[config.mk]
export PLATFORM = sky130hd
export DESIGN_NAME = nibble_serial_adder_flat
export DESIGN_NICKNAME = d
export VERILOG_FILES = /design/src/rtl/nibble_serial_adder_if.sv /design/src/rtl/nibble_serial_adder.sv /design/src/flat_wrapper.sv
export SDC_FILE = /design/constraint.sdc
export NUM_CORES = 1
export LEC_CHECK = 0
export CAP_MARGIN = 10
export CORE_MARGIN = 2
export CORE_UTILIZATION = 52
export CTS_CLUSTER_DIAMETER = 150
export DETAILED_ROUTE_END_ITERATION = 10
export HOLD_SLACK_MARGIN = 0.03
export PLACE_DENSITY_LB_ADDON = 0.25
export SLEW_MARGIN = 20
export SYNTH_ARGS = -nofsm -noshare
export SYNTH_HDL_FRONTEND = slang
export SYNTH_SLANG_ARGS = --single-unit
[constraint.sdc]
create_clock -name clk -period 2.2 [get_ports clk]
set_input_delay 0.33 -clock clk [delete_from_list [all_inputs] [get_ports clk]]
set_output_delay 0.33 -clock clk [all_outputs]
set_load 0.02 [all_outputs]
[src/rtl/nibble_serial_adder_if.sv]
// nibble_serial_adder_if
//   Bundles the operand handshake and the result handshake of nibble_serial_adder.
//   Parameter:
//     WIDTH      operand/result width in bits
//   Signals:
//     in_valid   operands a/b/cin are valid               (master -> slave)
//     in_ready   adder can accept operands                (slave  -> master)
//     a, b       operands, WIDTH bits                     (master -> slave)
//     cin        carry-in to bit 0                        (master -> slave)
//     out_valid  sum/cout are valid                       (slave  -> master)
//     out_ready  consumer accepts the result              (master -> slave)
//     sum        a + b + cin modulo 2^WIDTH               (slave  -> master)
//     cout       carry out of bit WIDTH-1                 (slave  -> master)
//     busy       adder is in ADD or DONE                  (slave  -> master)
//     ovf        signed overflow, only when OVERFLOW_FLAG_EN is defined
//   Modports: master (operand producer / result consumer), slave (the adder).
interface nibble_serial_adder_if #(
    parameter int WIDTH = 16
);
    logic             in_valid;
    logic             in_ready;
    logic [WIDTH-1:0] a;
    logic [WIDTH-1:0] b;
    logic             cin;
    logic             out_valid;
    logic             out_ready;
    logic [WIDTH-1:0] sum;
    logic             cout;
    logic             busy;
`ifdef OVERFLOW_FLAG_EN
    logic             ovf;
`endif

    modport master (
        output in_valid, a, b, cin, out_ready,
`ifdef OVERFLOW_FLAG_EN
        input  ovf,
`endif
        input  in_ready, out_valid, sum, cout, busy
    );

    modport slave (
        input  in_valid, a, b, cin, out_ready,
`ifdef OVERFLOW_FLAG_EN
        output ovf,
`endif
        output in_ready, out_valid, sum, cout, busy
    );
endinterface

[src/rtl/nibble_serial_adder.sv]
// nibble_serial_adder
//   Multi-cycle WIDTH-bit unsigned adder that reuses a single 4-bit carry
//   look-ahead adder, one nibble per cycle, least significant nibble first.
//   Operands are captured on the input handshake; the result is offered on a
//   valid/ready output port and held until the next result or reset.
//   Optional feature macro: OVERFLOW_FLAG_EN adds the 'ovf' signed-overflow
//   output (carried in the interface) plus registers for the operand MSBs.
//   Ports:
//     clk   clock, all state changes on the rising edge
//     rst   synchronous, active-high reset
//     bus   nibble_serial_adder_if.slave (in/out handshakes, a, b, cin, sum,
//           cout, busy and optionally ovf)
//   Contents: carry_look_ahead_adder (4-bit CLA) and nibble_serial_adder (top).

// 4-bit carry look-ahead adder: all carries are formed directly from the
// generate/propagate terms rather than rippling.
module carry_look_ahead_adder (
    input  logic [3:0] a,
    input  logic [3:0] b,
    input  logic       cin,
    output logic [3:0] sum,
    output logic       cout
);
    logic [3:0] g;
    logic [3:0] p;
    logic [4:0] c;

    always_comb begin
        g    = a & b;
        p    = a ^ b;
        c[0] = cin;
        c[1] = g[0] | (p[0] & cin);
        c[2] = g[1] | (p[1] & g[0]) | (p[1] & p[0] & cin);
        c[3] = g[2] | (p[2] & g[1]) | (p[2] & p[1] & g[0])
             | (p[2] & p[1] & p[0] & cin);
        c[4] = g[3] | (p[3] & g[2]) | (p[3] & p[2] & g[1])
             | (p[3] & p[2] & p[1] & g[0]) | (p[3] & p[2] & p[1] & p[0] & cin);
        sum  = p ^ c[3:0];
        cout = c[4];
    end
endmodule

module nibble_serial_adder #(
    parameter int WIDTH = 16
) (
    input  logic                 clk,
    input  logic                 rst,
    nibble_serial_adder_if.slave bus
);
    localparam int NIBBLES = WIDTH / 4;
    localparam int IDX_W   = (NIBBLES > 1) ? $clog2(NIBBLES) : 1;
    localparam logic [IDX_W-1:0] LAST_IDX = IDX_W'(NIBBLES - 1);

    typedef enum logic [1:0] {
        IDLE,
        ADD,
        DONE
    } state_t;

    state_t           state_q,  state_d;
    logic [WIDTH-1:0] a_sh_q,   a_sh_d;
    logic [WIDTH-1:0] b_sh_q,   b_sh_d;
    logic [WIDTH-1:0] sum_sh_q, sum_sh_d;
    logic             carry_q,  carry_d;
    logic [IDX_W-1:0] idx_q,    idx_d;
    logic [WIDTH-1:0] sum_q,    sum_d;
    logic             cout_q,   cout_d;
`ifdef OVERFLOW_FLAG_EN
    logic             a_msb_q,  a_msb_d;
    logic             b_msb_q,  b_msb_d;
    logic             ovf_q,    ovf_d;
`endif

    logic [3:0] cla_sum;
    logic       cla_cout;

    // The CLA always sees the bottom nibble of the shifting operands; its
    // outputs only matter while in ADD.
    carry_look_ahead_adder u_cla (
        .a    (a_sh_q[3:0]),
        .b    (b_sh_q[3:0]),
        .cin  (carry_q),
        .sum  (cla_sum),
        .cout (cla_cout)
    );

    // Next-state logic: accept operands in IDLE, consume one nibble per cycle
    // in ADD, and hold the finished result in DONE until it is taken.
    always_comb begin
        state_d  = state_q;
        a_sh_d   = a_sh_q;
        b_sh_d   = b_sh_q;
        sum_sh_d = sum_sh_q;
        carry_d  = carry_q;
        idx_d    = idx_q;
        sum_d    = sum_q;
        cout_d   = cout_q;
`ifdef OVERFLOW_FLAG_EN
        a_msb_d  = a_msb_q;
        b_msb_d  = b_msb_q;
        ovf_d    = ovf_q;
`endif
        unique case (state_q)
            IDLE: begin
                if (bus.in_valid) begin
                    a_sh_d  = bus.a;
                    b_sh_d  = bus.b;
                    carry_d = bus.cin;
                    idx_d   = '0;
`ifdef OVERFLOW_FLAG_EN
                    a_msb_d = bus.a[WIDTH-1];
                    b_msb_d = bus.b[WIDTH-1];
`endif
                    state_d = ADD;
                end
            end
            ADD: begin
                // New nibbles enter at the top so the last one lands in place.
                sum_sh_d = {cla_sum, sum_sh_q[WIDTH-1:4]};
                carry_d  = cla_cout;
                a_sh_d   = {4'b0000, a_sh_q[WIDTH-1:4]};
                b_sh_d   = {4'b0000, b_sh_q[WIDTH-1:4]};
                idx_d    = idx_q + 1'b1;
                if (idx_q == LAST_IDX) begin
                    sum_d   = sum_sh_d;
                    cout_d  = cla_cout;
`ifdef OVERFLOW_FLAG_EN
                    // Carry into the MSB xor carry out of it.
                    ovf_d   = a_msb_q ^ b_msb_q ^ sum_sh_d[WIDTH-1] ^ cla_cout;
`endif
                    state_d = DONE;
                end
            end
            DONE: begin
                if (bus.out_ready) begin
                    state_d = IDLE;
                end
            end
            default: begin
                state_d = IDLE;
            end
        endcase
    end

    // State register with synchronous reset; a reset mid-operation simply
    // discards the partial sum.
    always_ff @(posedge clk) begin
        if (rst) begin
            state_q  <= IDLE;
            a_sh_q   <= '0;
            b_sh_q   <= '0;
            sum_sh_q <= '0;
            carry_q  <= 1'b0;
            idx_q    <= '0;
            sum_q    <= '0;
            cout_q   <= 1'b0;
`ifdef OVERFLOW_FLAG_EN
            a_msb_q  <= 1'b0;
            b_msb_q  <= 1'b0;
            ovf_q    <= 1'b0;
`endif
        end else begin
            state_q  <= state_d;
            a_sh_q   <= a_sh_d;
            b_sh_q   <= b_sh_d;
            sum_sh_q <= sum_sh_d;
            carry_q  <= carry_d;
            idx_q    <= idx_d;
            sum_q    <= sum_d;
            cout_q   <= cout_d;
`ifdef OVERFLOW_FLAG_EN
            a_msb_q  <= a_msb_d;
            b_msb_q  <= b_msb_d;
            ovf_q    <= ovf_d;
`endif
        end
    end

    assign bus.in_ready  = (state_q == IDLE);
    assign bus.out_valid = (state_q == DONE);
    assign bus.busy      = (state_q == ADD) || (state_q == DONE);
    assign bus.sum       = sum_q;
    assign bus.cout      = cout_q;
`ifdef OVERFLOW_FLAG_EN
    assign bus.ovf       = ovf_q;
`endif
endmodule
[src/flat_wrapper.sv]
// flat-port wrapper written by rule: the top's interface ports become plain ports
module nibble_serial_adder_flat 
#(
    parameter int WIDTH = 16
)
  (clk, rst, bus_in_valid, bus_a, bus_b, bus_cin, bus_out_ready, bus_in_ready, bus_out_valid, bus_sum, bus_cout, bus_busy);
  nibble_serial_adder_if #(.WIDTH(WIDTH)) bus_i ();
  input  logic clk;
  input  logic rst;
  input wire logic [$bits(bus_i.in_valid)-1:0] bus_in_valid;
  input wire logic [$bits(bus_i.a)-1:0] bus_a;
  input wire logic [$bits(bus_i.b)-1:0] bus_b;
  input wire logic [$bits(bus_i.cin)-1:0] bus_cin;
  input wire logic [$bits(bus_i.out_ready)-1:0] bus_out_ready;
  output wire logic [$bits(bus_i.in_ready)-1:0] bus_in_ready;
  output wire logic [$bits(bus_i.out_valid)-1:0] bus_out_valid;
  output wire logic [$bits(bus_i.sum)-1:0] bus_sum;
  output wire logic [$bits(bus_i.cout)-1:0] bus_cout;
  output wire logic [$bits(bus_i.busy)-1:0] bus_busy;
  assign bus_i.in_valid = bus_in_valid;
  assign bus_i.a = bus_a;
  assign bus_i.b = bus_b;
  assign bus_i.cin = bus_cin;
  assign bus_i.out_ready = bus_out_ready;
  assign bus_in_ready = bus_i.in_ready;
  assign bus_out_valid = bus_i.out_valid;
  assign bus_sum = bus_i.sum;
  assign bus_cout = bus_i.cout;
  assign bus_busy = bus_i.busy;
  nibble_serial_adder #(.WIDTH(WIDTH)) u_core (.clk(clk), .rst(rst), .bus(bus_i));
endmodule
==> qor_table.md, run 1 <==
| Parameter | Value | Unit |
|:---|:---|:---|
| Power density over the cells | 1190 | nW/um^2 |
| Setup crit end kind | primary output | - |
| Count of boundary I/O pins | 57 | - |
| Placed Instances | 455 | - |
| Top cell family by delay on the critical path | buffers and inverters | - |
| Count of cells along the worst register-to-register path | 6 | - |
| Routed vias/inst | 5.46 | - |
| Clock buffer depth | 2 | - |
| Finish-stage setup viols | 0 | - |
| Setup repair after global routing missed its margin | no | - |
| Initial core utilization | 0.543 | - |
| Count of H-tree levels built during CTS | 3 | - |
| Max Fanout on Critical Path | 4 | - |
| Most used cells in the layout excluding fill and tap cells | 66 x sky130_fd_sc_hd__dfxtp_1, 55 x sky130_fd_sc_hd__clkdlybuf4s50_1, 40 x sky130_fd_sc_hd__nor2_1, 37 x sky130_fd_sc_hd__nand2_1, 34 x sky130_fd_sc_hd__mux2i_1 | - |
| Worst rel slew slack | 0.738 | - |
| Synth top area share | 0.437 | - |
| DRC | 0 | - |
| Most common cell after layout, fill and taps aside | sky130_fd_sc_hd__dfxtp_1 | - |
| Final layout net count | 442 | - |
| Clock buffers created by TritonCTS | 9 | - |
| Die Span Y | 80.3 | um |
| RD Place Congestion | 0.813 | - |
| Final non-filler cell total | 471 | - |
| Part of the Yosys area used for sequential elements | 0.437 | - |
| Global-route wire length before repair | 11000 | um |
| Area Growth Syn to Fin | 27.0 | % |
| Number of unique standard cell types used by synthesis | 42 | - |
| Clock root buffer | sky130_fd_sc_hd__clkbuf_8 | - |
| Cell type contributing the most total cell area after synthesis | sky130_fd_sc_hd__dfxtp_1 | - |
| Fraction of registers with async set/reset | 0 | - |
| CTS tree | built | - |
| Detailed Place HPWL | 4690 | um |
| Setup Buffers After CTS | 0 | - |
| Final Cycle Share | 0.946 | - |
| Shortest clock period the worst path allows after layout | 2.08 | ns |
| Status | completed | - |
| Predominant post-synthesis flop cell | sky130_fd_sc_hd__dfxtp_1 | - |
| Clock-pin slew of the registers on the worst-case setup and hold paths | 0.07 | ns |
| Initial antenna violation count | 0 | - |
| Register bit count reported by yosys | 66 | - |
| Worst slew pin tran | 0.394 | ns |
| I/O Buffers | 56 | - |
| Cells traversed along the worst timing path | inv_1, ha_2, clkdlybuf4s50_1 | - |
| Final routed wire length divided by cell count | 13.9 | um |
| Setup CP Type | reg -> out | - |
| Highest attainable clock frequency | 480 | MHz |
| Delay of the slowest critical-path stage | 0.59 | ns |
| Final Hold Violating Endpoints | 0 | - |
| CP Data Arrival Time | 1.75 | ns |
| Antenna Diode Count | 0 | - |
| Number of instances in the synthesized netlist | 341 | - |
| Initial DRC Count | 147 | - |
| Number of cells on the critical path | 3 | - |
| Count of flip-flops with a built-in enable after synthesis | 0 | - |
| Mapped Area | 3030 | um^2 |
| Class of the tightest hold or removal check | in -> reg | - |
| Max-slew violation count | 0 | - |
| Crit-path slowest cell | sky130_fd_sc_hd__clkdlybuf4s50_1 | - |
| Number of maximum-capacitance violations | 0 | - |
| Crit path required time | 1.87 | ns |
| Sum Neg Setup Slack | 0 | ns |
| Average size of a mapped cell | 8.87 | um^2 |
| Synthesized net count | 389 | - |
| Pin count of the biggest net entering global routing | 49 | - |
| Remaining Overflow, GRT | 0 | - |
| Clk_lat worst skew | 0.35 | ns |
| Standby leakage power | 0.00143 | uW |
| Number of cells on the worst hold path | 2 | - |
| Sinks on Clock Net | 66 | - |
| Ratio of cells with drive above 1 in the final layout | 0.0827 | - |
| Total vias in the final route | 2572 | - |
| Post-route ant nets | 0 | - |
| Number of placement rows | 27 | - |
| DR pass1 iterations | 5 | - |
| Type of origin of the critical path | flip-flop | - |
| Peak ir drop on the vdd network | 639 | uV |
| Number of global-route vias before repair | 2477 | - |
| Synthesis Warnings | 0 | - |
| CP bufs+invs | 2 | - |
| Core area | 5570 | um^2 |
| Die area | 6440 | um^2 |
| Final WL | 6540 | um |
| GRT Overall Usage | 0.224 | - |
| Cell types occupying the most area after synthesis | sky130_fd_sc_hd__dfxtp_1 44%, sky130_fd_sc_hd__mux2i_1 11%, sky130_fd_sc_hd__a211oi_1 6.5%, sky130_fd_sc_hd__nor2_1 5.0%, sky130_fd_sc_hd__a21oi_1 4.6% | - |
| Post-Route Skew | 0.00954 | ns |
| Die width | 80.3 | um |
layout make-up:
class                      count  area [um^2]
fill                         465         1730
inverter                       8         30.0
tap                           72         90.1
clock buffer                  11          131
sequential                    66         1320
multi-input combinational    242         1560
clock inverter                 5         55.1
timing repair buffer          67          651
metrics by stage:
step | util | hold WS, ns | area (um^2) | setup WS (ns) | total power [uW]
6_report | 0.689 | 0.261 | 3840 | 0.118 | 4570
5_1_grt | 0.689 | 0.272 | 3840 | 0.0558 | 4870
4_1_cts | 0.689 | 0.249 | 3840 | 0.0445 | 4600
3_5_place_dp | 0.655 | 0.444 | 3650 | 0.424 | 3610
3_3_place_gp | 0.655 | 0.441 | 3650 | 0.482 | 3530
2_1_floorplan | - | 0.431 | 3030 | 0.523 | 3100
final timing paths:
check	from	end	slack [ns]
setup / recovery	u_core.state_q[0]	bus_busy	0.12
hold / removal	rst	u_core.bus.sum[14]	0.26
setup reg to reg	u_core.state_q[1]	u_core.idx_q[0]	0.42
hold reg to reg	u_core.bus.sum[0]	u_core.bus.sum[0]	0.46
cell families after synthesis:
group,count (synthesis),synth area share
AO/OA/AOI/OAI,77,0.167
XOR/XNOR,1,0.00290
adder cells (fa/ha/maj),11,0.0480
buffers and inverters,33,0.0480
flip-flops,66,0.437
multiplexers,35,0.116
AND/OR/NAND/NOR,118,0.181
synth_stat cells (all sizes together), types with 2 or more instances:
cell	n
a211oi	27
mux2i	34
clkbuf	13
o21ai	10
nand3	4
inv	8
nand4	4
o41ai	2
buf	12
ha	10
nand2b	4
a21oi	28
nand2	37
dfxtp	66
nor2	40
nor2b	12
o31ai	2
and3	9
state kept, by name (all words and copies together) (netlist names):
signal	cells
u_core.b_sh_q	16
u_core.idx_q	2
u_core.state_q	2
u_core.bus.sum	16
u_core.sum_sh_q	12
u_core.carry_q	1
u_core.bus.cout	1
u_core.a_sh_q	16
repair_timing:
action,in CTS,in global routing
gates resized for setup,0,1
endpoints found under the setup margin,0,1
hold buffers,0,0
layer usage:
layer / vias up / share of wire / track usage
met3: 16 / 0.050 / 0.0742
li1: 1306 / - / -
met4: 0 / 0.024 / 0.103
met1: 1178 / 0.45 / 0.260
met5: - / 0 / 0
met2: 72 / 0.48 / 0.374
power by group:
part / total, uW / switching, uW / internal, uW
clock network: 983 / 464 / 520
logic: 1930 / 1070 / 860
registers: 1650 / 183 / 1470
total: 4570 / 1720 / 2850
No activity file was read; power rests on OpenSTA's default activity.
==> inputs of run 2 (changes only) <==
- CTS_CLUSTER_DIAMETER: 150 -> not set
- SYNTH_HIERARCHICAL: not set -> 1
==> run 2 against run 1 <==
Against the previous run:
- critical path depth is the same
- cell count decreased by 6.6%
- sequential share of layout area is 0.17 points higher
- area after synthesis increased by 1.1%
- power shrank 15%
- clock skew fell by 0.00065 ns
- non-clock buffer count shrank 5
- final area shrank 0.49%
- critical endpoint unchanged
==> qor_table.md, run 2 <==
| Parameter | Value | Unit | Delta |
|:---|:---|:---|:---|
| Status | completed | - | unchanged |
| DRC | 0 | - | unchanged |
| I/O Buffers | 56 | - | unchanged |
| Net Sw Frac | 0.326 | - | was 0.376 |
| Clock-pin slew of the registers on the worst-case setup and hold paths | 0.07 | ns | about the same |
| Post-Route Skew | 0.00889 | ns | was 0.00954 ns |
| Predominant post-synthesis flop cell | sky130_fd_sc_hd__dfxtp_1 | - | unchanged |
| Mapped Area | 3060 | um^2 | was 3030 um^2 |
| Antenna Diode Count | 0 | - | unchanged |
| Overall power | 3870 | uW | was 4570 uW |
| Max-slew violation count | 0 | - | unchanged |
| Pre-CTS WS | 0.387 | ns | was 0.424 ns |
| Setup CP Type | reg -> out | - | unchanged |
| Clk_lat worst skew | 0.33 | ns | was 0.35 ns |
| Detailed Place HPWL | 3970 | um | was 4690 um |
| Cell types occupying the most area after synthesis | sky130_fd_sc_hd__dfxtp_1 43%, sky130_fd_sc_hd__mux2i_1 13%, sky130_fd_sc_hd__a211oi_2 10%, sky130_fd_sc_hd__nor2_1 4.7%, sky130_fd_sc_hd__nand2_1 4.3% | - | was sky130_fd_sc_hd__dfxtp_1 44%, sky130_fd_sc_hd__mux2i_1 11%, sky130_fd_sc_hd__a211oi_1 6.5%, sky130_fd_sc_hd__nor2_1 5.0%, sky130_fd_sc_hd__a21oi_1 4.6% |
| Count of H-tree levels built during CTS | 3 | - | unchanged |
| Setup crit end kind | primary output | - | unchanged |
| Final layout net count | 409 | - | was 442 |
| Final setup margin | 0.244 | ns | was 0.118 ns |
| Worst slew pin tran | 0.610 | ns | was 0.394 ns |
| Initial antenna violation count | 0 | - | unchanged |
| Pin count of the biggest net entering global routing | 51 | - | was 49 |
| Fraction of registers with async set/reset | 0 | - | unchanged |
| Proportion of power drawn by flip-flops and latches | 0.386 | - | was 0.362 |
| DR pass1 iterations | 4 | - | was 5 |
| Final Cycle Share | 0.889 | - | was 0.946 |
| Power share of the combinational group | 0.322 | - | was 0.423 |
| Dominant cell by count in the synthesized netlist | sky130_fd_sc_hd__dfxtp_1 | - | unchanged |
| Placed Instances | 424 | - | was 455 |
| Count of boundary I/O pins | 57 | - | unchanged |
| Number of maximum-capacitance violations | 0 | - | unchanged |
| Most used cells in the layout excluding fill and tap cells | 66 x sky130_fd_sc_hd__dfxtp_1, 55 x sky130_fd_sc_hd__clkdlybuf4s50_1, 39 x sky130_fd_sc_hd__mux2i_1, 38 x sky130_fd_sc_hd__nor2_1, 35 x sky130_fd_sc_hd__nand2_1 | - | was 66 x sky130_fd_sc_hd__dfxtp_1, 55 x sky130_fd_sc_hd__clkdlybuf4s50_1, 40 x sky130_fd_sc_hd__nor2_1, 37 x sky130_fd_sc_hd__nand2_1, 34 x sky130_fd_sc_hd__mux2i_1 |
| Synthesis Warnings | 6 | - | was 0 |
| List of most frequent post-synthesis cells | 66 x sky130_fd_sc_hd__dfxtp_1, 39 x sky130_fd_sc_hd__mux2i_1, 38 x sky130_fd_sc_hd__nor2_1 | - | was 66 x sky130_fd_sc_hd__dfxtp_1, 40 x sky130_fd_sc_hd__nor2_1, 37 x sky130_fd_sc_hd__nand2_1 |
| Remaining Overflow, GRT | 0 | - | unchanged |
| Global-route wire length before repair | 9760 | um | was 11000 um |
| Crit-path slowest cell | sky130_fd_sc_hd__clkdlybuf4s50_1 | - | unchanged |
| Clock buffer depth | 2 | - | unchanged |
| Finish-stage setup viols | 0 | - | unchanged |
| Worst hold slack across all endpoints | 0.311 | ns | was 0.261 ns |
| Max Fanout on Critical Path | 3 | - | was 4 |
| Core area | 5610 | um^2 | was 5570 um^2 |
| CTS tree | built | - | unchanged |
| Synth top area share | 0.432 | - | was 0.437 |
| GRT Overall Usage | 0.193 | - | was 0.224 |
| Post-route ant nets | 0 | - | unchanged |
| Synthesized net count | 361 | - | was 389 |
| Class of the tightest hold or removal check | in -> reg | - | unchanged |
| Routed vias/inst | 5.20 | - | was 5.46 |
| Final routed wire length divided by cell count | 13.0 | um | was 13.9 um |
| Number of placement rows | 27 | - | unchanged |
| Area Growth Syn to Fin | 25.0 | % | was 27.0% |
| Number of unique standard cell types used by synthesis | 32 | - | was 42 |
| Clock root buffer | sky130_fd_sc_hd__clkbuf_8 | - | unchanged |
| Total vias in the final route | 2286 | - | was 2572 |
| CP Data Arrival Time | 1.63 | ns | was 1.75 ns |
| Cell type contributing the most total cell area after synthesis | sky130_fd_sc_hd__dfxtp_1 | - | unchanged |
| Register bit count reported by yosys | 66 | - | unchanged |
| Average size of a mapped cell | 9.71 | um^2 | was 8.87 um^2 |
| Most common cell after layout, fill and taps aside | sky130_fd_sc_hd__dfxtp_1 | - | unchanged |
| Count of flip-flops with a built-in enable after synthesis | 0 | - | unchanged |
| Cells traversed along the worst timing path | inv_1, ha_1, clkdlybuf4s50_1 | - | was inv_1, ha_2, clkdlybuf4s50_1 |
| Number of gates given a new drive strength after cts | 0 | - | unchanged |
| Peak ir drop on the vdd network | 715 | uV | was 639 uV |
| Standby leakage power | 0.00141 | uW | was 0.00143 uW |
| Sinks on Clock Net | 66 | - | unchanged |
| Number of hold-repair buffers added at the cts stage | 0 | - | unchanged |
| Number of global-route vias before repair | 2164 | - | was 2477 |
| Die width | 80.7 | um | was 80.3 um |
| Delay of the slowest critical-path stage | 0.59 | ns | about the same |
| Setup Buffers After CTS | 0 | - | unchanged |
| Die Span Y | 80.7 | um | was 80.3 um |
| Final Hold Violating Endpoints | 0 | - | unchanged |
| Internal power | 2610 | uW | was 2850 uW |
| Die area | 6510 | um^2 | was 6440 um^2 |
| Highest attainable clock frequency | 511 | MHz | was 480 MHz |
| Type of origin of the critical path | flip-flop | - | unchanged |
| Switching component of the power | 1260 | uW | was 1720 uW |
| Crit path required time | 1.87 | ns | about the same |
| Final WL | 5720 | um | was 6540 um |
| Clock buffers created by TritonCTS | 9 | - | unchanged |
| RD Place Congestion | 0.793 | - | was 0.813 |
| Final non-filler cell total | 440 | - | was 471 |
| Shortest clock period the worst path allows after layout | 1.96 | ns | was 2.08 ns |
| Worst rel slew slack | 0.593 | - | was 0.738 |
| Number of instances in the synthesized netlist | 315 | - | was 341 |
| Power density over the cells | 1010 | nW/um^2 | was 1190 nW/um^2 |
| Sum Neg Setup Slack | 0 | ns | unchanged |
| Setup repair after global routing missed its margin | no | - | unchanged |
| Part of the Yosys area used for sequential elements | 0.432 | - | was 0.437 |
| Clock network fraction of design power | 0.292 | - | was 0.215 |
| Initial core utilization | 0.546 | - | was 0.543 |
| Ratio of cells with drive above 1 in the final layout | 0.141 | - | was 0.0827 |
| Initial DRC Count | 116 | - | was 147 |
[run 2: changes by cell type after synthesis, moves of 12 or more]
cell,before,now
sky130_fd_sc_hd__a211oi_2,1,25
sky130_fd_sc_hd__clkbuf_1,13,0
sky130_fd_sc_hd__a211oi_1,26,0
sky130_fd_sc_hd__nor2b_1,12,0
[run 2: cell type report]
cell class,count,area [um^2]
inverter,15,56.3
tap,72,90.1
fill,464,1780
sequential,66,1320
multi-input combinational,209,1530
clock inverter,6,90.1
timing repair buffer,62,601
clock buffer,10,138
[run 2: critical path, delay by kind of cell (launching register included)]
| family | cells | cell delay (ns) |
|---|---|---|
| buffers and inverters | 2 | 0.66 |
| adder cells (fa/ha/maj) | 1 | 0.27 |
| flip-flops | 1 | 0.36 |
[run 2: per-stage QoR]
| step | cell area (um^2) | utilization |
|---|---|---|
| after floorplan | 3060 | - |
| after global placement | 3600 | 0.641 |
| after detailed placement | 3600 | 0.641 |
| after CTS | 3820 | 0.682 |
| after global routing | 3820 | 0.682 |
| final | 3820 | 0.682 |
[run 2: final timing paths]
path	slack (ns)	start	to	cells past startpoint
max	0.24	u_core/state_q[0]	bus_busy	3
min	0.31	rst	u_core/a_sh_q[13]	2
max reg2reg	0.48	u_core/a_sh_q[0]	u_core/carry_q	6
min reg2reg	0.45	u_core/sum_sh_q[7]	u_core/bus.sum[3]	2
[run 2: power by group through the flow]
stage	Combinational (uW)	Sequential, uW	Clock [uW]
after floorplan	1080	1480	0
after global placement	1220	1520	0
after detailed placement	1240	1520	0
after CTS	1250	1490	1150
after global routing	1380	1510	1200
final	1250	1490	1130
[run 2: logic make-up (layout without fill, tap and decap cells)]
group | after synthesis | count (layout) | share of synthesized area
AND/OR/NAND/NOR | 89 | 89 | 0.122
AO/OA/AOI/OAI | 68 | 68 | 0.196
flip-flops | 66 | 66 | 0.432
multiplexers | 40 | 40 | 0.133
buffers and inverters | 40 | 93 | 0.0695
adder cells (fa/ha/maj) | 9 | 9 | 0.0393
XOR/XNOR | 3 | 3 | 0.00859
[run 2: metal layers]
metal	wire length, um	up-vias	track usage
li1	-	1186	-
met1	2710	1041	0.253
met2	2700	51	0.310
met3	223	8	0.0393
met4	81	0	0.0780
met5	0	-	0
==> inputs of run 3 (changes only) <==
- CORE_UTILIZATION: 52 -> 57
- DONT_BUFFER_PORTS: not set -> 1
==> run 3 against run 2 <==
Against the previous run:
- setup slack better by 0.17 ns
- final area is 16% lower
- wire length hardly changed
- hold slack worse by 0.24 ns
- register-to-register slack worse by 0.07 ns
==> qor_table.md, run 3 (synthesis results as in run 2) <==
| Parameter | Value | Unit | Delta |
|:---|:---|:---|:---|
| Final non-filler cell total | 379 | - | was 440 |
| Number of fill cells | 460 | - | was 464 |
| RD Place Congestion | 0.752 | - | was 0.793 |
| Total vias in the final route | 2100 | - | was 2286 |
| Detailed Place HPWL | 3780 | um | was 3970 um |
| Ratio of cells with drive above 1 in the final layout | 0.155 | - | was 0.141 |
| Clock buffer depth | 2 | - | unchanged |
| Core area | 5140 | um^2 | was 5610 um^2 |
| Sinks on Clock Net | 66 | - | unchanged |
| Die Span Y | 77.3 | um | was 80.7 um |
| Die area | 5970 | um^2 | was 6510 um^2 |
| Count of cells along the worst register-to-register path | 5 | - | was 6 |
| Post-Route Skew | 0.0128 | ns | was 0.00889 ns |
| Final Hold Violating Endpoints | 0 | - | unchanged |
| Peak ir drop on the vdd network | 618 | uV | was 715 uV |
| Crit path required time | 2.46 | ns | was 1.87 ns |
| Setup repair after global routing missed its margin | no | - | unchanged |
| Worst slew pin tran | 0.615 | ns | was 0.610 ns |
| Routed vias/inst | 5.54 | - | was 5.20 |
| Count of H-tree levels built during CTS | 3 | - | unchanged |
| Final WL | 5720 | um | about the same |
| Sequential cell area | 1320 | um^2 | unchanged |
| Shortest clock period the worst path allows after layout | 1.79 | ns | was 1.96 ns |
| Initial antenna violation count | 0 | - | unchanged |
| I/O Buffers | 0 | - | was 56 |
| Clock root buffer | sky130_fd_sc_hd__clkbuf_8 | - | unchanged |
| Setup CP Type | reg -> reg | - | was reg -> out |
| Worst hold slack across all endpoints | 0.0675 | ns | was 0.311 ns |
| Pin count of the biggest net entering global routing | 69 | - | was 51 |
| Max Fanout on Critical Path | 50 | - | was 3 |
| Placed Instances | 363 | - | was 424 |
| DRC | 0 | - | unchanged |
| Remaining Overflow, GRT | 0 | - | unchanged |
| Number of placement rows | 26 | - | was 27 |
| Max-slew violation count | 0 | - | unchanged |
| Sum Neg Setup Slack | 0 | ns | unchanged |
| Final Cycle Share | 0.814 | - | was 0.889 |
| GRT Overall Usage | 0.203 | - | was 0.193 |
| Antenna Diode Count | 0 | - | unchanged |
| Clock buffers created by TritonCTS | 9 | - | unchanged |
| Clk_lat worst skew | 0.34 | ns | was 0.33 ns |
| CTS tree | built | - | unchanged |
| Number of maximum-capacitance violations | 0 | - | unchanged |
| Setup crit end kind | flip-flop | - | was primary output |
| Status | completed | - | unchanged |
| Count of boundary I/O pins | 57 | - | unchanged |
| Pre-CTS WS | 0.478 | ns | was 0.387 ns |
| Global-route wire length before repair | 9450 | um | was 9760 um |
| Multi-input gate area | 1530 | um^2 | unchanged |
| Class of the tightest hold or removal check | in -> reg | - | unchanged |
| Setup Buffers After CTS | 0 | - | unchanged |
| Final setup margin | 0.410 | ns | was 0.244 ns |
| Die width | 77.3 | um | was 80.7 um |
| Initial core utilization | 0.595 | - | was 0.546 |
| Initial DRC Count | 92 | - | was 116 |
| Most common cell after layout, fill and taps aside | sky130_fd_sc_hd__dfxtp_1 | - | unchanged |
| Power density over the cells | 1130 | nW/um^2 | was 1010 nW/um^2 |
| Area Growth Syn to Fin | 4.91 | % | was 25.0% |
| Number of global-route vias before repair | 2023 | - | was 2164 |
| Final layout net count | 350 | - | was 409 |
| Final routed wire length divided by cell count | 15.1 | um | was 13.0 um |
| CP Data Arrival Time | 2.05 | ns | was 1.63 ns |
| Post-route ant nets | 0 | - | unchanged |
| Worst rel slew slack | 0.590 | - | was 0.593 |
| Standby leakage power | 0.00117 | uW | was 0.00141 uW |
| Highest attainable clock frequency | 559 | MHz | was 511 MHz |
| Number of hold-repair buffers added at the cts stage | 0 | - | unchanged |
| DR pass1 iterations | 4 | - | unchanged |
| Fraction of the core area covered by cells at the end of the flow | 0.624 | - | was 0.682 |
| Most used cells in the layout excluding fill and tap cells | 66 x sky130_fd_sc_hd__dfxtp_1, 39 x sky130_fd_sc_hd__mux2i_1, 38 x sky130_fd_sc_hd__nor2_1, 35 x sky130_fd_sc_hd__nand2_1, 25 x sky130_fd_sc_hd__a211oi_2 | - | was 66 x sky130_fd_sc_hd__dfxtp_1, 55 x sky130_fd_sc_hd__clkdlybuf4s50_1, 39 x sky130_fd_sc_hd__mux2i_1, 38 x sky130_fd_sc_hd__nor2_1, 35 x sky130_fd_sc_hd__nand2_1 |
| Type of origin of the critical path | flip-flop | - | unchanged |
| Number of gates given a new drive strength after cts | 0 | - | unchanged |
| Clock-pin slew of the registers on the worst-case setup and hold paths | 0.07 | ns | about the same |
| Number of cells on the worst hold path | 1 | - | was 2 |
| Finish-stage setup viols | 0 | - | unchanged |
## run 3: cell types whose count changed in the layout (fill, tap and decap cells not counted), sizes merged
cell / previous run / this run
clkdlybuf4s50: 55 / 0
buf: 7 / 3
clkinv: 3 / 5
bufinv: 2 / 1
clkbuf: 10 / 9
## run 3: report_power, final
group	internal, uW	switching [uW]	leakage [uW]
registers	1380	114	0.000539
clock network	520	469	0.0000990
logic	481	649	0.000532
## run 3: cell type report
cell class | instances | share of cell area
sequential | 66 | 0.412
inverter | 15 | 0.0175
tap | 70 | 0.0273
multi-input combinational | 209 | 0.476
timing repair buffer | 3 | 0.00702
clock buffer | 9 | 0.0386
clock inverter | 7 | 0.0218
## run 3: worst paths after layout
| check | to | start | slack [ns] |
|---|---|---|---|
| max | u_core/b_sh_q[4] | u_core/state_q[0] | 0.41 |
| min | u_core/bus.sum[4] | rst | 0.07 |
| max reg2reg | u_core/b_sh_q[4] | u_core/state_q[0] | 0.41 |
| min reg2reg | u_core/bus.sum[3] | u_core/sum_sh_q[7] | 0.45 |
## run 3: critical path, cell delays in order, from the launching register on
cell                       delay, ns
sky130_fd_sc_hd__dfxtp_1        0.37
sky130_fd_sc_hd__inv_1          0.09
sky130_fd_sc_hd__ha_1           0.24
sky130_fd_sc_hd__mux2_4         0.62
sky130_fd_sc_hd__nor2_1         0.14
sky130_fd_sc_hd__a211oi_2       0.22
## run 3: routing by layer
layer / wire, um / track usage / part of all wire
met3: 366 / 0.0859 / 0.064
met4: 96 / 0.0875 / 0.017
met5: 0 / 0 / 0
met1: 2650 / 0.243 / 0.46
met2: 2610 / 0.318 / 0.46
## run 3: through the flow
stage / instance area, um^2 / total power [uW]
6_report: 3210 / 3610
5_1_grt: 3210 / 3830
4_1_cts: 3210 / 3640
3_5_place_dp: 3020 / 2650
3_3_place_gp: 3020 / 2620
2_1_floorplan: 3060 / 2560
